**config.mk**
```make
export PLATFORM = sky130hd
export DESIGN_NAME = sfx_sequencer
export DESIGN_NICKNAME = d
export VERILOG_FILES = /design/src/rtl/sfx_pkg.sv /design/src/rtl/sfx_tone_gen.sv /design/src/rtl/sfx_sequencer.sv
export SDC_FILE = /design/constraint.sdc
export NUM_CORES = 1
export LEC_CHECK = 0
export BUFFER_PORTS_ARGS = -buffer_cell sky130_fd_sc_hd__buf_2
export CAP_MARGIN = 20
export CELL_PAD_IN_SITES_DETAIL_PLACEMENT = 0
export CELL_PAD_IN_SITES_GLOBAL_PLACEMENT = 1
export CORE_AREA = 8 8 86 88
export DETAILED_ROUTE_END_ITERATION = 6
export DIE_AREA = 0 0 94 96
export PLACE_DENSITY_LB_ADDON = 0.15
export SLEW_MARGIN = 20
export SYNTH_ARGS = -nofsm -noshare
export SYNTH_HDL_FRONTEND = slang
export SYNTH_SLANG_ARGS = --single-unit
export TNS_END_PERCENT = 5
```
**constraint.sdc**
```tcl
create_clock -name clk -period 6.1 [get_ports clk]
set_input_delay 1.22 -clock clk [delete_from_list [all_inputs] [get_ports clk]]
set_output_delay 1.22 -clock clk [all_outputs]
set_load 0.03 [all_outputs]
```
**src/rtl/sfx_pkg.sv**
```systemverilog
// Shared types, note tables and effect scripts for the sound-effect sequencer.
package sfx_pkg;

    localparam int unsigned STEPS_PER_FX = 4;
    localparam int unsigned STEP_W       = 3;
    localparam int unsigned HP_W         = 16;

    typedef enum logic [2:0] {
        FX_FIRE   = 3'd0,
        FX_ALIEN  = 3'd1,
        FX_DIMOND = 3'd2,
        FX_GOLD   = 3'd3,
        FX_WIN    = 3'd4,
        FX_DIED   = 3'd5,
        FX_NONE   = 3'd7
    } fx_e;

    typedef struct packed {
        logic [3:0] note_idx;
        logic [3:0] frames;
    } note_t;

    // Half period in 25 MHz clocks; index 0 is a rest.
    function automatic logic [HP_W-1:0] half_period_of(input logic [3:0] idx);
        case (idx)
            4'd0:    return 16'd0;
            4'd1:    return 16'd47710;
            4'd2:    return 16'd42566;
            4'd3:    return 16'd37921;
            4'd4:    return 16'd31888;
            4'd5:    return 16'd23900;
            4'd6:    return 16'd21283;
            4'd7:    return 16'd18961;
            4'd8:    return 16'd11945;
            4'd9:    return 16'd9480;
            4'd10:   return 16'd7972;
            4'd11:   return 16'd7102;
            4'd12:   return 16'd5972;
            4'd13:   return 16'd5321;
            4'd14:   return 16'd4740;
            default: return 16'd3986;
        endcase
    endfunction

    // Script rows pack step 0 in the low byte; out-of-range steps read as end-of-script.
    function automatic note_t script_entry(input logic [2:0] fx, input logic [STEP_W-1:0] step);
        logic [31:0] row;
        case (fx_e'(fx))
            FX_FIRE:   row = 32'h0000_00A1;
            FX_ALIEN:  row = 32'h0000_5282;
            FX_DIMOND: row = 32'h0000_0084;
            FX_GOLD:   row = 32'h00A6_8353;
            FX_WIN:    row = 32'hACA4_8454;
            FX_DIED:   row = 32'h1F04_1858;
            default:   row = 32'h0000_0000;
        endcase
        if (step >= STEP_W'(STEPS_PER_FX)) return '0;
        case (step[1:0])
            2'd0:    return note_t'(row[7:0]);
            2'd1:    return note_t'(row[15:8]);
            2'd2:    return note_t'(row[23:16]);
            default: return note_t'(row[31:24]);
        endcase
    endfunction

endpackage

```
**src/rtl/sfx_tone_gen.sv**
```systemverilog
// Square-wave generator: toggles every half_period clocks, silent while rest or on load.
module sfx_tone_gen
    import sfx_pkg::*;
(
    input  logic            clk,
    input  logic            reset,
    input  logic            load,
    input  logic [HP_W-1:0] half_period,
    input  logic            rest,
    output logic            tone
);

    logic [HP_W-1:0] cnt;

    always_ff @(posedge clk) begin
        if (reset) begin
            cnt  <= '0;
            tone <= 1'b0;
        end else if (load) begin
            cnt  <= half_period - 16'd1;
            tone <= 1'b0;
        end else if (rest) begin
            tone <= 1'b0;
        end else if (cnt == '0) begin
            cnt  <= half_period - 16'd1;
            tone <= ~tone;
        end else begin
            cnt  <= cnt - 16'd1;
        end
    end

endmodule

```
**src/rtl/sfx_sequencer.sv**
```systemverilog
// Priority-arbitrated sound-effect player driving the buzzer pin.
// Optional SFX_MUTE_EN adds a mute input that silences the buzzer without altering timing.
module sfx_sequencer
    import sfx_pkg::*;
(
    input  logic       clk,
    input  logic       reset,
    input  logic       startOfFrame,
    input  logic       ev_fire,
    input  logic       ev_alien_died,
    input  logic       ev_dimond,
    input  logic       ev_gold,
    input  logic       ev_win,
    input  logic       ev_player_died,
`ifdef SFX_MUTE_EN
    input  logic       mute,
`endif
    output logic       buzzer,
    output logic       busy,
    output logic [2:0] fx_id
);

    typedef enum logic [1:0] {IDLE, LOAD, PLAY, NEXT} state_e;

    state_e            state;
    logic [STEP_W-1:0] step;
    logic [3:0]        frames_left;
    logic              sof_d;

    logic              frame_tick;
    logic [5:0]        ev;
    logic [2:0]        pick;
    logic              accept;
    note_t             cur_note;
    logic              next_end;
    logic              tone_load;
    logic              tone_rest;

    assign frame_tick = startOfFrame & ~sof_d;
    assign ev = {ev_player_died, ev_win, ev_gold, ev_dimond, ev_alien_died, ev_fire};

    // Highest asserted event wins; it may preempt only an equal or lower priority effect.
    always_comb begin
        pick = 3'(FX_NONE);
        for (int i = 0; i < 6; i++) begin
            if (ev[i]) pick = 3'(i);
        end
        accept = (pick != 3'(FX_NONE)) && (!busy || (pick >= fx_id));
    end

    always_comb begin
        cur_note  = script_entry(fx_id, (state == LOAD) ? '0 : step);
        next_end  = (step == STEP_W'(STEPS_PER_FX)) || (cur_note.frames == 4'd0);
        tone_load = (state == LOAD) || ((state == NEXT) && !next_end);
        tone_rest = accept || (state != PLAY) || (cur_note.note_idx == 4'd0);
`ifdef SFX_MUTE_EN
        tone_rest = tone_rest | mute;
`endif
    end

    always_ff @(posedge clk) begin
        if (reset) begin
            state       <= IDLE;
            step        <= '0;
            frames_left <= '0;
            sof_d       <= 1'b0;
            busy        <= 1'b0;
            fx_id       <= 3'(FX_NONE);
        end else begin
            sof_d <= startOfFrame;
            if (accept) begin
                state <= LOAD;
                fx_id <= pick;
                busy  <= 1'b1;
            end else begin
                case (state)
                    IDLE: ;
                    LOAD: begin
                        step        <= '0;
                        frames_left <= cur_note.frames;
                        state       <= PLAY;
                    end
                    PLAY: begin
                        if (frame_tick) begin
                            if (frames_left <= 4'd1) begin
                                step  <= step + 3'd1;
                                state <= NEXT;
                            end else begin
                                frames_left <= frames_left - 4'd1;
                            end
                        end
                    end
                    NEXT: begin
                        if (next_end) begin
                            state <= IDLE;
                            busy  <= 1'b0;
                            fx_id <= 3'(FX_NONE);
                        end else begin
                            frames_left <= cur_note.frames;
                            state       <= PLAY;
                        end
                    end
                    default: state <= IDLE;
                endcase
            end
        end
    end

    sfx_tone_gen u_tone (
        .clk         (clk),
        .reset       (reset),
        .load        (tone_load),
        .half_period (half_period_of(cur_note.note_idx)),
        .rest        (tone_rest),
        .tone        (buzzer)
    );

endmodule
```
**Word level (Yosys, flattened, before mapping)**

Memories as Yosys holds them, arrays and structs flattened.
Cells that the tools add are included.

- Bits in registers: 31
- Memory bits (read-only): 256
- Input port bits: 9
- Output and inout port bits: 5
- Logic and storage cells: 100
- Memories kept: 1

- Add/subtract/negate cells: 4
- Magnitude comparators: 3
- Equal/unequal tests: 20
- Mux-type cells: 33
- Bitwise operators: 4
- Reduce and logical (&&, ||, !) cells: 26

Memory list:

| name | words | bits a word | read ports | clocked after Yosys merged registers in | wr ports | RTL line | source |
|---|---|---|---|---|---|---|---|
| (name not given) | 16 | 16 | 1 | 0 | 0 | sfx_pkg.sv:25 | `case (idx)` |

Operators with widths:

| kind | count |
|---|---|
| $pmux 32 s6 | 1 |
| $mux 16 | 3 |
| $mux 3 | 12 |
| $sub 16x1->16 const B | 2 |
| $pmux 8 s3 | 1 |
| $logic_not 16->1 | 1 |
| $mux 8 | 2 |
| $mux 4 | 3 |
| $ne 2x2->1 const B | 6 |
| $pmux 4 s3 | 1 |
| $eq 3x3->1 const B | 3 |
| $ne 3x3->1 const B | 3 |
| $logic_not 4->1 | 2 |
| $eq 2x2->1 const B | 3 |
| $eq 3x2->1 const B | 2 |
| $mux 2 | 3 |
| $pmux 2 s3 | 1 |
| $pmux 3 s2 | 1 |
| $reduce_and 3->1 | 2 |
| $reduce_bool 2->1 | 3 |
| $logic_or 1x1->1 | 5 |
| $mux 1 | 5 |
| $reduce_and 5->1 | 1 |
| $eq 2x1->1 const B | 2 |
| 18 further kinds | 22 |

**Logic depth before layout (Yosys ltp)**

- Word-level depth: 13
- Gate-level depth with buffers: 19

**Modules after synthesis**

Synthesis repeated with hierarchy kept, for this count alone.

- Cells, all modules: 415
- Area total of the unflattened synthesis: 3,135.5 um2

By module, submodules not included:

| module | instances | cells an instance | area an instance (um2) | sequential area each (um2) |
|---|---|---|---|---|
| sfx_sequencer | 1 | 229 | 1,675.4 | 280.3 |
| sfx_tone_gen | 1 | 186 | 1,460.2 | 340.3 |

**Worst setup path after synthesis**

Ideal clock, no wire load.

- Path kind: input-to-reg
- From: input port ev_alien_died
- To: register u_tone.cnt[6]
- Library setup time: 95 ps
- Data arrival time: 3,704 ps
- Required time: 6,005 ps
- Slack: 2,301 ps
- Cell stages on the path: 12
- Buffers on the path: 2
- Path through: or4_1 > nand2_1 > ha_1 > and2_1 > a221oi_1 > or2_2 > buf_4 > o311a_4 > buf_4 > nand3_1 > xnor2_1 > a221oi_1

- Word-level cells in the longest chain between the ends: 11
- Elaborated cells on any way between the ends: 12
- Classes of those cells: order compare (1); eq/ne (2); mux (5); reduce/logical (4)

RTL lines:

| element | RTL line | source |
|---|---|---|
| start, declared | sfx_sequencer.sv:10 | `input logic ev_alien_died,` |
| $mux 3 * (5 in a row) | sfx_sequencer.sv:46 | `if (ev[i]) pick = 3'(i);` |
| $ge 3x3->1 | sfx_sequencer.sv:48 | `accept = (pick != 3'(FX_NONE)) && (!busy \|\| (pick >= fx_id));` |
| $logic_or 1x1->1 | sfx_sequencer.sv:48 |  |
| $logic_and 1x1->1 * | sfx_sequencer.sv:48 |  |
| $logic_or 1x1->1 * (2 in a row) | sfx_sequencer.sv:55 | `tone_rest = accept \|\| (state != PLAY) \|\| (cur_note.note_idx == 4'd0);` |
| $ne 2x2->1 (no source line) * | n/a |  |
| end signal, assigned | sfx_tone_gen.sv:20 | `cnt <= half_period - 16'd1;` |
| end signal, assigned | sfx_tone_gen.sv:25 | `cnt <= half_period - 16'd1;` |
| end signal, assigned | sfx_tone_gen.sv:28 | `cnt <= cnt - 16'd1;` |
| end, declared | sfx_tone_gen.sv:13 | `logic [HP_W-1:0] cnt;` |

Mark *: on every way between the ends. The rest lies on a longest branch, timed or not.
A chain may end at the register's enable or synchronous reset.

**Worst setup path after layout**

- From: input port ev_alien_died
- To: register u_tone.cnt[14]

Same word-level chain as after synthesis.

==> flow_summary.ini <==
[status]
status = finished clean

[synthesis]
synth_edf_count = 0
netlist_area_mm2 = 0.002818
synthCells = 376
async_flop_share_pct = 0
synthFlopType = dfxtp_1
ys_seq_elements = 31
ys_seq_area_share_pct = 22.02
synth_warnings = 0
synth_nets = 405
post_synth_num_cell_types = 70
avgSynthCellArea_um2 = 7.494

[routing]
firstDrtPassIters = 4
drc_errors = 0
wl_mm = 7.753
vias = 2773
wire_per_inst_um = 17.11
ant_nets = 0
viasPerCell = 6.121
drtIter0Drc = 198

[sta]
setup_violations = 0
whs_ns = 0.4752
tightest_slew_ns = 0.7825
final-hold-violation-count = 0
period_share_pct = 65.69
max_clock_freq_mhz = 249.6
timing.final.ws_setup_ns = 2.093
finalSetupTns_ns = 0
period_minus_slack_ns = 4.007
rsz0062_at_grt = no
clock_skew_ns = 0.007549
maxSlewViolCount = 0
slew_headroom_pct = 47.84

[power_and_ir_drop]
power_frac_clock_pct = 21.0
p_sw_share_pct = 44.22
pwr-share-seq_pct = 30.1
p_total_mw = 0.8883
ir_worst_vdd_mv = 0.1314
switching_power_mw = 0.3928
power_density_mw_per_mm2 = 299.2
intPower_mw = 0.4955
leakage_nw = 1.086
p_comb_share_pct = 48.9

[clock_network]
cts_buffer_depth = 2
h-tree-depth = 2
cts_resized = 0
post_cts_buffers = 0
cts_tree = built
cts_hold_buf = 0
clock-root-buffer = clkbuf_8
cts.sinks = 31
numCtsBuffers = 5
clk_pin_slew_ns = 0.07
clkLatencyLatePin_ns = 0.29

[global_routing]
antenna_found_initial = 0
grt_first_pass_wirelength_mm = 13.23
grt_max_degree = 33
grt-ovfl-total = 0
track_usage_pct = 18.25
grt_pass1_vias = 2604

[placement]
post-place-ws_ns = 1.793
dp_hpwl_mm = 5.766
port_buffers = 13
gp_congestion = 0.8859
postPlaceCellArea_mm2 = 0.002869
dpl.cell_count = 445

[setup_path]
crit_fanout = 13
cp.required_ns = 6.25
crit_path_start_kind = primary input
endpoint_kind = flip-flop
r2r_cells = 16
critPathArrivalTime_ns = 4.16
path_class = in2reg

[final_layout]
final_nets = 404
final_core_util_pct = 48.71
mostFrequentLayoutCell = nand2_1
final_area_mm2 = 0.002969
syn_to_final_growth_pct = 5.373
drive_above_1_share_pct = 10.11
diodes = 0
layout_common_cells = nand2_1, nor2_1, a21oi_1
layout.cells.non_filler = 453

[die]
dieArea_mm2 = 0.009024
core_area_mm2 = 0.006096
start_util_pct = 46.22
num_io_pins = 14
rows = 29
die_h_um = 96
die_width_um = 94

[run]
drv_cap = 0

[hold_path]
min_path_type = reg2reg
min_path_cells = 2
==> cell families after synthesis <==
family          count (synthesis)  share of synthesized area [%]
fa+ha+maj                      20                          8.881
compound gates                115                          29.93
xor+xnor                        8                          2.487
mux                             4                          1.421
simple gates                  158                          28.82
buf+inv                        40                          6.439
flops                          31                          22.03
==> critical path, stage by stage <==
cell and delay, ns:
buf_2 0.11, or4_1 0.54, nand2_1 0.12, ha_1 0.24, and2_1 0.16, a221oi_1 0.44, or2_2 0.34, o311a_4 0.34
a21oi_1 0.19, nor3_1 0.35, a211oi_1 0.08
==> state kept, by name, indices dropped and copies added, names as in the netlist <==
name,count
busy,1
sof_d,1
frames_left,4
step,3
fx_id,3
state,2
u_tone.cnt,16
u_tone.tone,1
==> routing by layer <==
metal	GRT usage, %	routed length, um
met4	6.341	115
met1	25.99	3920
met2	26.14	3184
met3	4.056	533
met5	0	0
==> cell type report <==
type / count / area (um2)
fill: 633 / 3127
multi-input combinational: 305 / 2016
sequential: 31 / 620.6
clock buffer: 8 / 100.1
tap: 77 / 96.34
inverter: 19 / 71.32
timing repair buffer: 13 / 65.06
==> path summary, 6_finish.rpt <==
path | from | to | slack (ns)
min | u_tone.cnt[9] | u_tone.cnt[9] | 0.48
min reg2reg | u_tone.cnt[9] | u_tone.cnt[9] | 0.48
max | ev_alien_died | u_tone.cnt[14] | 2.09
max reg2reg | state[1] | u_tone.cnt[12] | 2.16
==> power by group through the flow <==
stage                     Clock [mW]  Sequential (mW)  Combinational [mW]
after floorplan                    0            0.261               0.339
after global placement             0            0.271               0.431
after detailed placement           0            0.271               0.427
after CTS                      0.188            0.267               0.429
after global routing           0.196            0.273               0.483
final                          0.186            0.267               0.435
==> synth_stat cells, types with 4 or more instances <==
cell	count	share of area, %
buf_2	10	1.8
clkbuf_1	7	0.93
dfxtp_1	31	22
a21oi_1	32	5.7
nand2b_1	17	3.8
nand2_1	35	4.7
nand3_1	11	2.0
ha_1	20	8.9
nor3_1	24	4.3
nor2b_1	7	1.6
nor2_1	34	4.5
xnor2_1	5	1.6
o21ai_1	4	0.71
o22ai_1	8	1.8
a31oi_1	5	1.1
mux2i_1	4	1.4
inv_1	17	2.3
o21ai_0	17	3.0
a221oi_1	5	1.6
nand4_1	5	1.1
nor4_1	5	1.1
(Power assumes the default switching activity.)
